`src/rtl/ar_rx_word_if.sv`:
```
// ARINC-429 receive word assembler bus: line inputs with sampling tick,
// and the assembled-word outputs towards display mux / error LED.
interface ar_rx_word_if;
  logic        ce;
  logic        RXP;
  logic        RXN;
  logic [31:0] dat;
  logic        valid;
  logic        par_ok;
  logic        err;
  logic [7:0]  N_word;

  modport master (
    output ce, RXP, RXN,
    input  dat, valid, par_ok, err, N_word
  );

  modport slave (
    input  ce, RXP, RXN,
    output dat, valid, par_ok, err, N_word
  );
endinterface

```
`src/rtl/ar_rx_word.sv`:
```
// ARINC-429 receive word assembler: qualifies RZ pulses by width, shifts
// 32 bits LSB first, frames on the inter-word null gap, checks odd parity.
module ar_rx_word #(
  parameter int MIN_W     = 3,
  parameter int MAX_W     = 8,
  parameter int GAP_TICKS = 40
) (
  input logic         clk,
  input logic         rst,
  ar_rx_word_if.slave bus
);

  typedef enum logic [1:0] {SYNC, IDLE, PULSE, GAPW} state_t;

  localparam logic [7:0] P_MIN = 8'(MIN_W);
  localparam logic [7:0] P_MAX = 8'(MAX_W);
  localparam logic [7:0] P_GAP = 8'(GAP_TICKS);

  state_t      r_state;
  state_t      w_state_nxt;

  logic [7:0]  r_wcnt;
  logic [7:0]  r_ncnt;
  logic [5:0]  r_bcnt;
  logic        r_pol;
  logic [31:0] r_shreg;
  logic [31:0] r_dat;
  logic        r_valid;
  logic        r_par_ok;
  logic        r_err;
  logic [7:0]  r_nword;

  logic        w_null;
  logic        w_ill;
  logic        w_one;
  logic        w_zero;
  logic        w_pulse;
  logic        w_same;
  logic [7:0]  w_ninc;
  logic        w_gap_hit;
  logic        w_short;
  logic        w_over;
  logic        w_full;

  logic        w_err;
  logic        w_pub;
  logic        w_accept;
  logic        w_pstart;

  // Line-state decode and counter comparisons shared by both FSM processes
  assign w_null    = !bus.RXP && !bus.RXN;
  assign w_ill     =  bus.RXP &&  bus.RXN;
  assign w_one     =  bus.RXP && !bus.RXN;
  assign w_zero    = !bus.RXP &&  bus.RXN;
  assign w_pulse   = w_one || w_zero;
  assign w_same    = w_pulse && (w_one == r_pol);
  assign w_ninc    = (r_ncnt == 8'hFF) ? r_ncnt : r_ncnt + 8'd1;
  assign w_gap_hit = (w_ninc >= P_GAP);
  assign w_short   = (r_wcnt < P_MIN);
  assign w_over    = (r_wcnt >= P_MAX);   // one more tick would exceed MAX_W
  assign w_full    = (r_bcnt == 6'd32);

  // State register
  always_ff @(posedge clk) begin
    if (rst) r_state <= SYNC;
    else     r_state <= w_state_nxt;
  end

  // Next-state decision, evaluated only on ce ticks
  always_comb begin
    w_state_nxt = r_state;
    if (bus.ce) begin
      case (r_state)
        SYNC: begin
          if (w_null && w_gap_hit) w_state_nxt = IDLE;
        end
        IDLE: begin
          if (w_pulse)    w_state_nxt = PULSE;
          else if (w_ill) w_state_nxt = SYNC;
        end
        PULSE: begin
          if (w_null)      w_state_nxt = w_short ? SYNC : GAPW;
          else if (w_same) w_state_nxt = w_over ? SYNC : PULSE;
          else             w_state_nxt = SYNC;
        end
        GAPW: begin
          if (w_null) begin
            if (w_gap_hit) w_state_nxt = IDLE;
          end else if (w_pulse) begin
            w_state_nxt = w_full ? SYNC : PULSE;
          end else begin
            w_state_nxt = SYNC;
          end
        end
        default: w_state_nxt = SYNC;
      endcase
    end
  end

  // Per-tick actions: error, publish, bit accept, pulse start
  always_comb begin
    w_err    = 1'b0;
    w_pub    = 1'b0;
    w_accept = 1'b0;
    w_pstart = 1'b0;
    if (bus.ce) begin
      case (r_state)
        IDLE: begin
          if (w_pulse)    w_pstart = 1'b1;
          else if (w_ill) w_err    = 1'b1;
        end
        PULSE: begin
          if (w_null) begin
            if (w_short) w_err    = 1'b1;
            else         w_accept = 1'b1;
          end else if (w_same) begin
            if (w_over) w_err = 1'b1;
          end else begin
            w_err = 1'b1;
          end
        end
        GAPW: begin
          if (w_null) begin
            if (w_gap_hit) begin
              if (w_full) w_pub = 1'b1;
              else        w_err = 1'b1;
            end
          end else if (w_pulse) begin
            if (w_full) w_err    = 1'b1;
            else        w_pstart = 1'b1;
          end else begin
            w_err = 1'b1;
          end
        end
        default: ;
      endcase
    end
  end

  // Counters, shift register and published outputs
  always_ff @(posedge clk) begin
    if (rst) begin
      r_wcnt   <= '0;
      r_ncnt   <= '0;
      r_bcnt   <= '0;
      r_pol    <= 1'b0;
      r_shreg  <= '0;
      r_dat    <= '0;
      r_valid  <= 1'b0;
      r_par_ok <= 1'b0;
      r_err    <= 1'b0;
      r_nword  <= '0;
    end else begin
      r_valid <= 1'b0;
      r_err   <= 1'b0;
      if (bus.ce) begin
        r_valid <= w_pub;
        r_err   <= w_err;

        // The null sample that ends a pulse already counts as null tick 1
        case (r_state)
          SYNC, GAPW: r_ncnt <= w_null ? w_ninc : '0;
          IDLE:       if (!w_null) r_ncnt <= '0;
          PULSE:      r_ncnt <= w_null ? 8'd1 : '0;
          default:    r_ncnt <= '0;
        endcase

        if (w_pstart) begin
          r_wcnt <= 8'd1;
          r_pol  <= w_one;
        end else if (r_state == PULSE && w_same) begin
          r_wcnt <= r_wcnt + 8'd1;
        end

        // Any entry to SYNC or IDLE discards the partial word
        if (w_accept) begin
          r_shreg[r_bcnt[4:0]] <= r_pol;
          r_bcnt               <= r_bcnt + 6'd1;
        end else if (w_state_nxt == SYNC || w_state_nxt == IDLE) begin
          r_bcnt <= '0;
        end

        if (w_pub) begin
          r_dat    <= r_shreg;
          r_par_ok <= ^r_shreg;
          r_nword  <= r_nword + 8'd1;
        end
      end
    end
  end

  assign bus.dat    = r_dat;
  assign bus.valid  = r_valid;
  assign bus.par_ok = r_par_ok;
  assign bus.err    = r_err;
  assign bus.N_word = r_nword;

endmodule

```
`src/flat_wrapper.sv`:
```
// flat-port wrapper written by rule: the top's interface ports become plain ports
module ar_rx_word_flat 
#(
  parameter int MIN_W     = 3,
  parameter int MAX_W     = 8,
  parameter int GAP_TICKS = 40
)
  (clk, rst, bus_ce, bus_RXP, bus_RXN, bus_dat, bus_valid, bus_par_ok, bus_err, bus_N_word);
  ar_rx_word_if bus_i ();
  input logic clk;
  input logic rst;
  input wire logic [$bits(bus_i.ce)-1:0] bus_ce;
  input wire logic [$bits(bus_i.RXP)-1:0] bus_RXP;
  input wire logic [$bits(bus_i.RXN)-1:0] bus_RXN;
  output wire logic [$bits(bus_i.dat)-1:0] bus_dat;
  output wire logic [$bits(bus_i.valid)-1:0] bus_valid;
  output wire logic [$bits(bus_i.par_ok)-1:0] bus_par_ok;
  output wire logic [$bits(bus_i.err)-1:0] bus_err;
  output wire logic [$bits(bus_i.N_word)-1:0] bus_N_word;
  assign bus_i.ce = bus_ce;
  assign bus_i.RXP = bus_RXP;
  assign bus_i.RXN = bus_RXN;
  assign bus_dat = bus_i.dat;
  assign bus_valid = bus_i.valid;
  assign bus_par_ok = bus_i.par_ok;
  assign bus_err = bus_i.err;
  assign bus_N_word = bus_i.N_word;
  ar_rx_word #(.MIN_W(MIN_W), .MAX_W(MAX_W), .GAP_TICKS(GAP_TICKS)) u_core (.clk(clk), .rst(rst), .bus(bus_i));
endmodule
```
`config.mk`:
```
export PLATFORM = sky130hd
export DESIGN_NAME = ar_rx_word_flat
export DESIGN_NICKNAME = d
export VERILOG_FILES = /design/src/rtl/ar_rx_word_if.sv /design/src/rtl/ar_rx_word.sv /design/src/flat_wrapper.sv
export SDC_FILE = /design/constraint.sdc
export NUM_CORES = 1
export LEC_CHECK = 0
export ABC_CLOCK_PERIOD_IN_PS = 2600
export BUFFER_PORTS_ARGS = -buffer_cell sky130_fd_sc_hd__buf_2
export CAP_MARGIN = 25
export CORE_UTILIZATION = 35
export CTS_BUF_LIST = sky130_fd_sc_hd__clkbuf_16
export CTS_CLUSTER_SIZE = 20
export DETAILED_ROUTE_END_ITERATION = 6
export PLACE_DENSITY = 0.61
export SLEW_MARGIN = 0
export SYNTH_ARGS = -nofsm -noshare
export SYNTH_HDL_FRONTEND = slang
export SYNTH_SLANG_ARGS = --single-unit
```
`constraint.sdc`:
```
create_clock -name clk -period 2.6 [get_ports clk]
set_input_delay 0.78 -clock clk [delete_from_list [all_inputs] [get_ports clk]]
set_output_delay 0.78 -clock clk [all_outputs]
set_load 0.01 [all_outputs]
```
# Word level (Yosys, flattened, before mapping)
# Cells that the tools add are included.
[classes]
bitwise = 1
magnitude_cmp = 5
n_eq_ne = 8
addsub = 4
n_mux = 50
reduce_logical = 25
[op_table]
columns = ["operator", "count"]
rows = [
  ["8-bit two-way mux", 5],
  ["32-bit bitwise mux", 1],
  ["32-bit XOR reduction", 1],
  ["1-bit two-way mux", 25],
  ["8-bit by 1-bit adder with 8-bit output, second input constant", 3],
  ["2-bit two-way mux", 12],
  ["8-bit case mux with 3 select lines", 1],
  ["6-bit two-way mux", 2],
  ["2-bit AND reduction", 6],
  ["8-bit == test, second input constant", 1],
  ["8-bit by 4-bit >= comparator with 1-bit output, second input constant", 1],
  ["8-bit by 6-bit >= comparator with 1-bit output, second input constant", 1],
  ["1-bit logical AND", 8],
  ["8-bit by 2-bit less-than comparator with 1-bit output, second input constant", 1],
  ["2-bit case mux with 4 select lines", 1],
  ["6-bit by 1-bit adder with 6-bit output, second input constant", 1],
  ["6-bit == test, second input constant", 1],
  ["5-bit by 6-bit less-than comparator with 1-bit output, second input constant", 1],
  ["1-bit demux with 5-bit select", 1],
  ["5-bit by 1-bit >= comparator with 1-bit output, second input constant", 1],
  ["2-bit by 1-bit == test with 1-bit output, second input constant", 2],
  ["2-bit == test, second input constant", 2],
  ["2-bit zero test", 2],
  ["2-bit nonzero test", 2],
  ["8 further kinds", 11],
]
[word_totals]
input_bits = 5
output_inout_bits = 43
reg_bits = 100

# Logic depth before layout (Yosys ltp)
# Gate-level depths: netlist of the first run.
[logic_depth]
depth_word = 12
ltp_mapped = 10
mapped_depth_nobuf = 9

# Least setup slack after synthesis of the first run
# Ideal clock, no wire load.
[synth_timing]
path_type = "input to register"
startpoint = "input bus_RXN"
endpoint = "register u_core.r_wcnt[7]"
t_required_ns = 2.530
t_arrival_ns = 2.600
setup_ns = 0.070
cell_stages = 9
n_path_buf = 1
setup_slack_ns = -0.070
path_cell_list = "inv_1 ha_1 buf_2 nand2b_1 a221o_2 a21oi_2 nand4_1 or3_1 a21oi_1"
[synth_between]
elab_chain_len = 9
word_cells_on_any_way = 16
[synth_lines]
columns = ["item", "line", "source"]
rows = [
  ["start, declared", "flat_wrapper.sv:14", "input wire logic [$bits(bus_i.RXN)-1:0] bus_RXN;"],
  ["1-bit zero test", "ar_rx_word.sv:51, ar_rx_word.sv:53", ""],
  ["1-bit logical AND", "ar_rx_word.sv:53", "assign w_one = bus.RXP && !bus.RXN;"],
  ["1-bit logical OR", "ar_rx_word.sv:55", "assign w_pulse = w_one || w_zero;"],
  ["1-bit two-way mux", "ar_rx_word.sv:128", "end else if (w_pulse) begin"],
  ["1-bit two-way mux", "ar_rx_word.sv:123", "if (w_null) begin"],
  ["1-bit case mux with 2 select lines", "ar_rx_word.sv:107", "case (r_state)"],
  ["1-bit two-way mux", "ar_rx_word.sv:106", "if (bus.ce) begin"],
  ["2-bit nonzero test (no source line)", "n/a", ""],
  ["2-bit AND reduction (no source line)", "n/a", ""],
  ["end signal, assigned", "ar_rx_word.sv:172", "r_wcnt <= r_wcnt + 8'd1;"],
  ["end, declared", "ar_rx_word.sv:22", "logic [7:0] r_wcnt;"],
]
# Parallel ways exist; a longest one is shown, timed or not.
# A chain may end at the register's enable or synchronous reset.

# Final worst setup path of the first run
[layout_timing]
startpoint = "register u_core.r_ncnt[0]"
endpoint = "register u_core.r_bcnt[2]"
[layout_between]
elab_chain_len = 11
word_cells_on_any_way = 15
[layout_lines]
columns = ["item", "line", "source"]
rows = [
  ["start, declared", "ar_rx_word.sv:23", "logic [7:0] r_ncnt;"],
  ["start signal, assigned", "ar_rx_word.sv:162", "SYNC, GAPW: r_ncnt <= w_null ? w_ninc : '0;"],
  ["start signal, assigned", "ar_rx_word.sv:164", "PULSE: r_ncnt <= w_null ? 8'd1 : '0;"],
  ["8-bit by 1-bit adder with 8-bit output / 8-bit == test (equally long branches)", "ar_rx_word.sv:57", "assign w_ninc = (r_ncnt == 8'hFF) ? r_ncnt : r_ncnt + 8'd1;"],
  ["8-bit two-way mux (*)", "ar_rx_word.sv:57", ""],
  ["8-bit by 6-bit >= comparator with 1-bit output (*)", "ar_rx_word.sv:58", "assign w_gap_hit = (w_ninc >= P_GAP);"],
  ["2-bit two-way mux / 1-bit logical AND (equally long branches)", "ar_rx_word.sv:88, ar_rx_word.sv:75", ""],
  ["2-bit two-way mux, on equally long branches", "ar_rx_word.sv:87, ar_rx_word.sv:75", ""],
  ["2-bit case mux with 4 select lines (*)", "ar_rx_word.sv:73", "case (r_state)"],
  ["2-bit two-way mux (*)", "ar_rx_word.sv:72", "if (bus.ce) begin"],
  ["2-bit by 1-bit == test with 1-bit output / 2-bit zero test (equally long branches)", "ar_rx_word.sv:179", "end else if (w_state_nxt == SYNC || w_state_nxt == IDLE) begin"],
  ["1-bit logical OR (*)", "ar_rx_word.sv:179", ""],
  ["2-bit nonzero test (no source line) (*)", "n/a", ""],
  ["2-bit AND reduction (no source line) (*)", "n/a", ""],
  ["end signal, assigned", "ar_rx_word.sv:178", "r_bcnt <= r_bcnt + 6'd1;"],
  ["end, declared", "ar_rx_word.sv:24", "logic [5:0] r_bcnt;"],
]
# Every way passes the cells marked *; elsewhere a longest branch is shown, timed or not.

==> flow_summary.ini, run 1 <==
[outcome]
status = finished clean

[finish]
area_delta_synth_final_pct = 17.4
layout_commonest_cell = nand2_1
finalNetCount = 685
final_layout_size_suffix_gt1_frac = 0.158
antenna_cells = 0
final_cell_mix = 150 x nand2_1, 99 x dfxtp_1, 85 x a21oi_1
utilization = 0.428

[flow_run]
drv_cap = 0

[routing]
wl_met2_um = 5240
num_vias = 4239
drt_iter0_drc = 250
via_per_inst = 5.02
wl_per_cell_um = 13.1
firstDrtPassIters = 4
finalWirelength_um = 11100
dr_wl_met3_um = 383
met1_length_um = 5230
postRouteAntennaNets = 0
top_layer_used = met4
drc = 0

[worst_setup_path]
crit_required_ps = 2830
cp.arrival_ps = 2690
critPathMaxFanout = 8
crit_type = flip-flop to flip-flop
crit_path_top_delay_cell = a221oi_4
crit_path_end_kind = flip-flop
crit_chain = ha_1, nor2b_1, o31a_1, a221oi_4, a41oi_4, buf_4, o311ai_4, xor2_1, nor2_1
max_stage_delay_ps = 460
setup.worst_path.start_class = flip-flop
crit_buf_inv = 1
cp_top_family = compound AO/OA/AOI/OAI gates

[pwr]
leakagePower_nw = 2.09
power_mw = 3.11
p_int_mw = 2.43
switching_share = 0.219
ir_drop_uv = 320
p_comb_frac = 0.054
p_sw_uw = 683
clock_power_share = 0.451
power_frac_seq = 0.495
powerDensity_nw_per_um2 = 538

[clock_tree]
insertion_delay_ps = 350
clock-sinks = 100
cts_buffer_depth = 2
cts_buffers = 9
clk_pin_slew_ps = 60
h-tree-depth = 3
cts_tree = built
cts-root-buf = clkbuf_16
hold_buffers = 0

[yosys]
syn_inst = 621
synth_seq_area_share = 0.406
ys_warn_count = 0
ys_ff_latch = 100
yosysUniqueCellTypes = 52
syn_nets = 642
syn_avg_cell_area_sq_um = 7.93
synth_edf_count = 0
synthArstFlopShare = 0
ys.flop_type = dfxtp_1
syn-cell-area_sq_um = 4930

[grt]
grt_max_degree = 81
antenna_found_initial = 0
grt-ovfl-total = 0
track_usage = 0.159
grt_pass1_wl_um = 18500
grt_pass1_vias = 3950

[sta]
setup_viol = 0
final_hold_viol_count = 0
finalCritPeriodShare = 0.947
fmax_mhz = 406
worst_slew_pin_slew_ps = 802
fin_crit_ps = 2460
report.final.slew_viol_count = 0
slew_headroom = 0.464
clock-skew-final_ps = 2.22
holdWs_ps = 450
rsz0062_at_grt = false

[placed_design]
portBuffers = 47
hpwl_um = 7680
gp_congestion = 0.825

[floorplanning]
die_w_um = 121
dieArea_sq_um = 14600
start_util = 0.365
die_h_um = 121
rows = 42
ios = 48
core_area_sq_um = 13500

[hold_path]
hold_class = flip-flop to flip-flop
==> per-layer routing <==
layer	up-vias	track usage
met4	0	0.0718
met2	72	0.263
met5	-	0
met1	1958	0.202
li1	2193	-
met3	16	0.0278
==> timing repair <==
| action | CTS | global route |
|---|---|---|
| resized for setup | 0 | 2 |
| setup buffers | 0 | 0 |
| setup endpoints to repair | 0 | 27 |
==> sequential cells by signal (all words and copies together) (netlist names) <==
register           count
u_core.bus.dat        32
u_core.r_shreg        32
u_core.bus.N_word      8
u_core.r_ncnt          8
u_core.r_wcnt          8
u_core.r_bcnt          6
u_core.r_state         2
u_core.bus.err         1
u_core.bus.par_ok      1
u_core.bus.valid       1
u_core.r_pol           1
==> final cells by class <==
cell class / count / area, sq um
clock buffer: 9 / 225
clock inverter: 7 / 83.8
fill: 1362 / 7720
inverter: 13 / 48.8
multi-input combinational: 465 / 2700
sequential: 100 / 2000
tap: 176 / 220
timing repair buffer: 75 / 508
==> cells by family after synthesis <==
kind of cell / synth area share
buf+inv: 0.0495
fa+ha+maj: 0.0406
simple gates: 0.260
mux: 0.00203
compound gates: 0.165
xor+xnor: 0.0765
flops: 0.406
==> worst min-delay path: stages (launching register included) <==
cell,delay [ps]
dfxtp_1,310
nand2_1,50
a21oi_1,50
==> through the flow <==
stage | worst slack (ps) | instances | setup TNS (ps) | cell area, sq um
floorplan | 1.81 | 621 | 0 | 4930
global placement | -4.89 | 829 | -4.89 | 5470
detailed placement | -91.6 | 829 | -177 | 5470
CTS | 58.8 | 845 | 0 | 5780
global route | 9.26 | 845 | 0 | 5780
finish | 139 | 845 | 0 | 5780
==> synthesized netlist by cell type, types with 6 or more instances <==
cell      count  area (sq um)
nand2_1     150           563
dfxtp_1     100          2000
a21oi_1      85           425
nand3_1      42           210
nor2_1       32           120
xnor2_1      31           272
clkbuf_1     20          75.1
ha_1         16           200
buf_2        15          75.1
inv_1        12          45.0
xor2_1       12           105
and3_1        9          56.3
a211oi_1      7          52.6
nand4_1       6          37.5
nor3_1        6          30.0
o21ai_0       6          30.0
==> path summary, 6_finish.rpt <==
kind / start / to / slack [ps] / cells after the start
hold reg to reg: u_core.bus.dat[21]$_SDFFE_PP0P_ / u_core.bus.dat[21]$_SDFFE_PP0P_ / 450 / 2
setup / recovery: u_core.r_ncnt[0]$_SDFFE_PP0P_ / u_core.r_bcnt[2]$_SDFFE_PP0P_ / 140 / 9
hold / removal: u_core.bus.dat[21]$_SDFFE_PP0P_ / u_core.bus.dat[21]$_SDFFE_PP0P_ / 450 / 2
setup reg to reg: u_core.r_ncnt[0]$_SDFFE_PP0P_ / u_core.r_bcnt[2]$_SDFFE_PP0P_ / 140 / 9
==> power by group through the flow <==
| stage | Combinational, mW | Clock, mW | Sequential [mW] |
|---|---|---|---|
| after floorplan | 0.114 | 0 | 1.58 |
| after global placement | 0.162 | 0 | 1.58 |
| after detailed placement | 0.165 | 0 | 1.58 |
| after CTS | 0.168 | 1.44 | 1.54 |
| after global routing | 0.184 | 1.51 | 1.54 |
| final | 0.168 | 1.40 | 1.54 |
Power figures use the tool's default switching activity.
==> run 2, diff against run 1 <==
Settings changed: CORE_UTILIZATION 35 to 53, PLACE_DENSITY 0.61 to 0.82.
==> run 2 against run 1 <==
Utilization rose by 23 points; setup slack lost 51 ps; clock power about the same; sequential cell count unchanged; total power is 0.17% higher; the flow now finishes with violations (DRC); first-iteration DRC count rose by 89%; wire length increased by 9.3%; critical endpoint is now u_core.r_bcnt[5]$_SDFFE_PP0P_; non-clock buffer count up 16; cell area increased by 1.2%; register-to-register slack worse by 50 ps.
==> flow_summary.ini, run 2 (synthesis results as in run 1) <==
[worst_setup_path]
max_stage_delay_ps = 530
reg2reg_to = u_core.r_bcnt[5]$_SDFFE_PP0P_
reg2reg_slack_ps = 90
cp.arrival_ps = 2790
crit_chain = inv_1, ha_2, and3b_1, a221o_2, o311ai_2, a41oi_4, nor3_4, or4_1, a21oi_1
crit_path_end_kind = flip-flop
crit_required_ps = 2880
crit_type = flip-flop to flip-flop
cp_top_family = simple AND/OR/NAND/NOR gates
r2r_cells = 9
setup.worst_path.start_class = flip-flop
reg2reg_from = u_core.r_state[1]$_SDFF_PP0_
crit_path_top_delay_cell = or4_1
crit_buf_inv = 1
critPathMaxFanout = 6

[hold_path]
hold_class = flip-flop to flip-flop
hp-start = u_core.bus.dat[13]$_SDFFE_PP0P_
min_path_cells = 2
whs_endpoint = u_core.bus.dat[13]$_SDFFE_PP0P_

[floorplanning]
ios = 48
die_w_um = 98.4
die_h_um = 98.4
dieArea_sq_um = 9680
core_area_sq_um = 8850
start_util = 0.557
rows = 34

[grt]
grt-ovfl-total = 0
grtUsageMet1 = 0.313
grt_pass1_wl_um = 20200
track_usage = 0.261
gr-usage-met2 = 0.441
grt_pass1_vias = 4350
grtUsageMet3 = 0.0587
antenna_found_initial = 0
grt.busiest_layer = met2
grt_max_degree = 51

[clock_tree]
cts-root-buf = clkbuf_16
cts_setup_buffers = 0
cts_buffer_depth = 2
h-tree-depth = 3
insertion_delay_ps = 350
clock-sinks = 100
cts_tree = built
clk_pin_slew_ps = 70
cts_buffers = 9
hold_buffers = 0

[outcome]
violations = DRC
status = finished, violations left

[routing]
via_per_inst = 5.80
wl_per_cell_um = 15.3
firstDrtPassIters = 7
num_vias = 4602
drt_iter0_drc = 472
postRouteAntennaNets = 0
finalWirelength_um = 12100
drc = 5

[sta]
slew_headroom = 0.438
fmax_mhz = 398
fin_crit_ps = 2510
clock-skew-final_ps = 7.55
rsz0062_at_grt = false
setup_viol = 0
report.final.slew_viol_count = 0
final_hold_viol_count = 0
finalCritPeriodShare = 0.966
tns_ps = 0
worst_slew_pin_slew_ps = 841

[placed_design]
hpwl_um = 8030
portBuffers = 47
place_inst = 777
gp_congestion = 0.905

[finish]
antenna_cells = 0
layout_commonest_cell = nand2_1
area_delta_synth_final_pct = 18.8
final_layout_size_suffix_gt1_frac = 0.182
fin_cells = 793
final_cell_mix = 150 x nand2_1, 99 x dfxtp_1, 85 x a21oi_1
finalNetCount = 701
utilization = 0.661

[pwr]
ir_drop_uv = 302
powerDensity_nw_per_um2 = 533
power_mw = 3.12
leakagePower_nw = 2.17

[flow_run]
drv_cap = 0
run 2: cell count changes in the layout (fill, tap and decap cells not counted), moves of 2 or more:
cell	previous run	this run
inv_1	14	12
ha_2	0	2
ha_1	16	14
buf_4	23	37
run 2: worst max path at each step:
stage	start	endpoint	slack (ps)	cells after the start
finish	u_core.r_state[1]$_SDFF_PP0_	u_core.r_bcnt[5]$_SDFFE_PP0P_	90	9
floorplan	bus_RXN	u_core.r_bcnt[5]$_SDFFE_PP0P_	2	10
detailed placement	bus_RXN	u_core.r_bcnt[2]$_SDFFE_PP0P_	-170	12
CTS	u_core.r_ncnt[0]$_SDFFE_PP0P_	u_core.r_bcnt[5]$_SDFFE_PP0P_	80	9
global route	u_core.r_ncnt[0]$_SDFFE_PP0P_	u_core.r_bcnt[4]$_SDFFE_PP0P_	3	10
global placement	bus_RXN	u_core.bus.dat[20]$_SDFFE_PP0P_	-170	7
run 2: per-stage QoR:
step	cell area (sq um)	hold slack, ps	setup slack, ps
2_1_floorplan	4930	456	1.81
6_report	5850	451	88.0
5_1_grt	5850	476	2.79
3_3_place_gp	5510	440	-169
4_1_cts	5840	455	80.4
3_5_place_dp	5520	445	-170
run 2: per-layer routing:
layer / share of wire / vias to the layer above
met5: 0 / -
met1: 0.42 / 2159
met3: 0.063 / 29
li1: - / 2228
met4: 0.024 / 0
met2: 0.49 / 186
run 2: cell type report:
type	count	area [sq um]
Fill cell	685	3000
Multi-Input combinational cell	465	2710
Sequential cell	100	2000
Timing Repair Buffer	91	644
Clock buffer	9	225
Tap cell	108	135
Clock inverter	7	86.3
Inverter	13	48.8
run 2: what timing repair did:
action	in CTS	in global routing
setup endpoints to repair	1	2
gates resized for setup	1	3
gates cloned	0	0
run 2: report_power, final:
| group | internal [mW] | switching (mW) | leakage, nW |
|---|---|---|---|
| combinational | 0.0715 | 0.117 | 1.22 |
| sequential | 1.54 | 0.00644 | 0.806 |
| clock | 0.763 | 0.627 | 0.148 |
run 2: tightest hold or removal path: stages (launching register included):
cell,delay (ps)
dfxtp_1,310
nand2_1,50
a21oi_1,50
==> run 3, diff against run 2 <==
Settings changed: CTS_BUF_LIST sky130_fd_sc_hd__clkbuf_16 to unset.
==> run 3 against run 2 <==
The run still ends with DRC left; sequential share of layout area is 0.63 points higher; total power shrank 10%; global-route usage down 0.78 points; critical endpoint unchanged; largest cell class unchanged.
==> flow_summary.ini, run 3 (synthesis results as in run 1) <==
[clock_tree]
cts_buffer_depth = 2
cts_tree = built
cts_buffers = 9
h-tree-depth = 3
clk_pin_slew_ps = 110
clock-sinks = 100
cts-root-buf = clkbuf_8
insertion_delay_ps = 380
hold_buffers = 0

[placed_design]
gp_congestion = 0.905
hpwl_um = 8030
place_inst = 777
portBuffers = 47
place_area_sq_um = 5520

[routing]
wl_per_cell_um = 14.7
finalWirelength_um = 11600
via_per_inst = 5.76
num_vias = 4564
postRouteAntennaNets = 0
drt_iter0_drc = 318
drc = 5
firstDrtPassIters = 7

[floorplanning]
core_area_sq_um = 8850
die_h_um = 98.4
die_w_um = 98.4
start_util = 0.557
rows = 34
ios = 48
dieArea_sq_um = 9680

[hold_path]
hp-start = u_core.bus.dat[13]$_SDFFE_PP0P_
hold_class = flip-flop to flip-flop
whs_endpoint = u_core.bus.dat[13]$_SDFFE_PP0P_
min_path_cells = 2

[finish]
fillers = 697
final_layout_size_suffix_gt1_frac = 0.182
final_cell_mix = 150 x nand2_1, 99 x dfxtp_1, 85 x a21oi_1
fin_area_sq_um = 5750
antenna_cells = 0
finalNetCount = 701
area_delta_synth_final_pct = 16.7
fin_cells = 793
multi_input_area_sq_um = 2700
regArea_sq_um = 2000
layout_commonest_cell = nand2_1

[sta]
tns_ps = 0
report.final.slew_viol_count = 0
final_hold_viol_count = 0
finalCritPeriodShare = 0.955
clock-skew-final_ps = 10.7
fin_crit_ps = 2480
setup_viol = 0
rsz0062_at_grt = false
slew_headroom = 0.429
fmax_mhz = 403
worst_slew_pin_slew_ps = 854

[outcome]
status = finished, violations left
violations = DRC

[worst_setup_path]
cp.arrival_ps = 2780
crit_path_end_kind = flip-flop
crit_required_ps = 2900
reg2reg_slack_ps = 120
setup.worst_path.start_class = flip-flop
max_stage_delay_ps = 500
reg2reg_to = u_core.r_bcnt[5]$_SDFFE_PP0P_
crit_chain = ha_1, and4_4, a41oi_2, a221oi_4, buf_4, o2bb2ai_2, nor3_4, or4_1, a21oi_1
crit_type = flip-flop to flip-flop
cp_top_family = compound AO/OA/AOI/OAI gates
r2r_cells = 9
critPathMaxFanout = 6
reg2reg_from = u_core.r_ncnt[0]$_SDFFE_PP0P_
crit_path_top_delay_cell = or4_1
crit_buf_inv = 1

[grt]
grt.busiest_layer = met2
grtUsageMet3 = 0.0408
grt-ovfl-total = 0
gr-usage-met2 = 0.430
grt_pass1_vias = 4319
grt_max_degree = 51
antenna_found_initial = 0
grtUsageMet1 = 0.318
track_usage = 0.253
grt_pass1_wl_um = 19900

[pwr]
powerDensity_nw_per_um2 = 487
ir_drop_uv = 334
leakagePower_nw = 2.13

[flow_run]
drv_cap = 0
==> run 3: cell types whose count changed in the layout (fill, tap and decap cells not counted), sizes merged <==
cell	change
clkbuf	+1
clkinv	-1
==> run 3: layer usage <==
| metal | share of wire | vias to the layer above |
|---|---|---|
| met5 | 0 | - |
| met2 | 0.49 | 159 |
| met4 | 0.024 | 0 |
| met3 | 0.056 | 35 |
| li1 | - | 2219 |
| met1 | 0.43 | 2151 |
==> run 3: cell type report <==
cell class | count | area share
repair buffers | 91 | 0.112
well taps | 108 | 0.0235
clock inverters | 6 | 0.0144
clock buffers | 10 | 0.0239
inverters | 13 | 0.00849
multi-input cells | 465 | 0.469
flip-flops and latches | 100 | 0.349
==> run 3: metrics by stage <==
step / hold WS (ps) / power (mW) / worst slack [ps] / util
6_report: 455 / 2.80 / 116 / 0.649
5_1_grt: 482 / 2.89 / 10.2 / 0.649
4_1_cts: 459 / 2.81 / 119 / 0.649
3_5_place_dp: 445 / 1.75 / -170 / 0.624
3_3_place_gp: 440 / 1.74 / -169 / 0.623
2_1_floorplan: 456 / 1.69 / 1.81 / -
==> run 3: how the worst max path moves through the flow <==
stage                                  start                         endpoint  cells after the start
6_report       u_core.r_ncnt[0]$_SDFFE_PP0P_    u_core.r_bcnt[5]$_SDFFE_PP0P_                      9
5_1_grt        u_core.r_ncnt[0]$_SDFFE_PP0P_    u_core.r_bcnt[4]$_SDFFE_PP0P_                     10
4_1_cts         u_core.r_state[1]$_SDFF_PP0_    u_core.r_bcnt[5]$_SDFFE_PP0P_                      9
3_5_place_dp                         bus_RXN    u_core.r_bcnt[2]$_SDFFE_PP0P_                     12
3_3_place_gp                         bus_RXN  u_core.bus.dat[20]$_SDFFE_PP0P_                      7
2_1_floorplan                        bus_RXN    u_core.r_bcnt[5]$_SDFFE_PP0P_                     10
==> run 3: where the power goes <==
part	switching, mW	total (mW)	internal [mW]
clock network	0.588	1.08	0.491
registers	0.00638	1.54	1.54
logic	0.112	0.180	0.0679
total	0.707	2.80	2.09
==> run 3: worst reg2reg max path, delay by kind of cell, from the launching register on <==
kind / cells / cell delay, ps
AO/OA/AOI/OAI: 4 / 840
AND/OR/NAND/NOR: 3 / 800
flip-flops: 1 / 330
adder cells (fa/ha/maj): 1 / 260
buffers and inverters: 1 / 170
==> run 3: timing repair <==
action                                  in CTS  in global routing
buffers inserted                             0                  0
endpoints found under the setup margin       1                  2
gates resized for setup                      1                  1
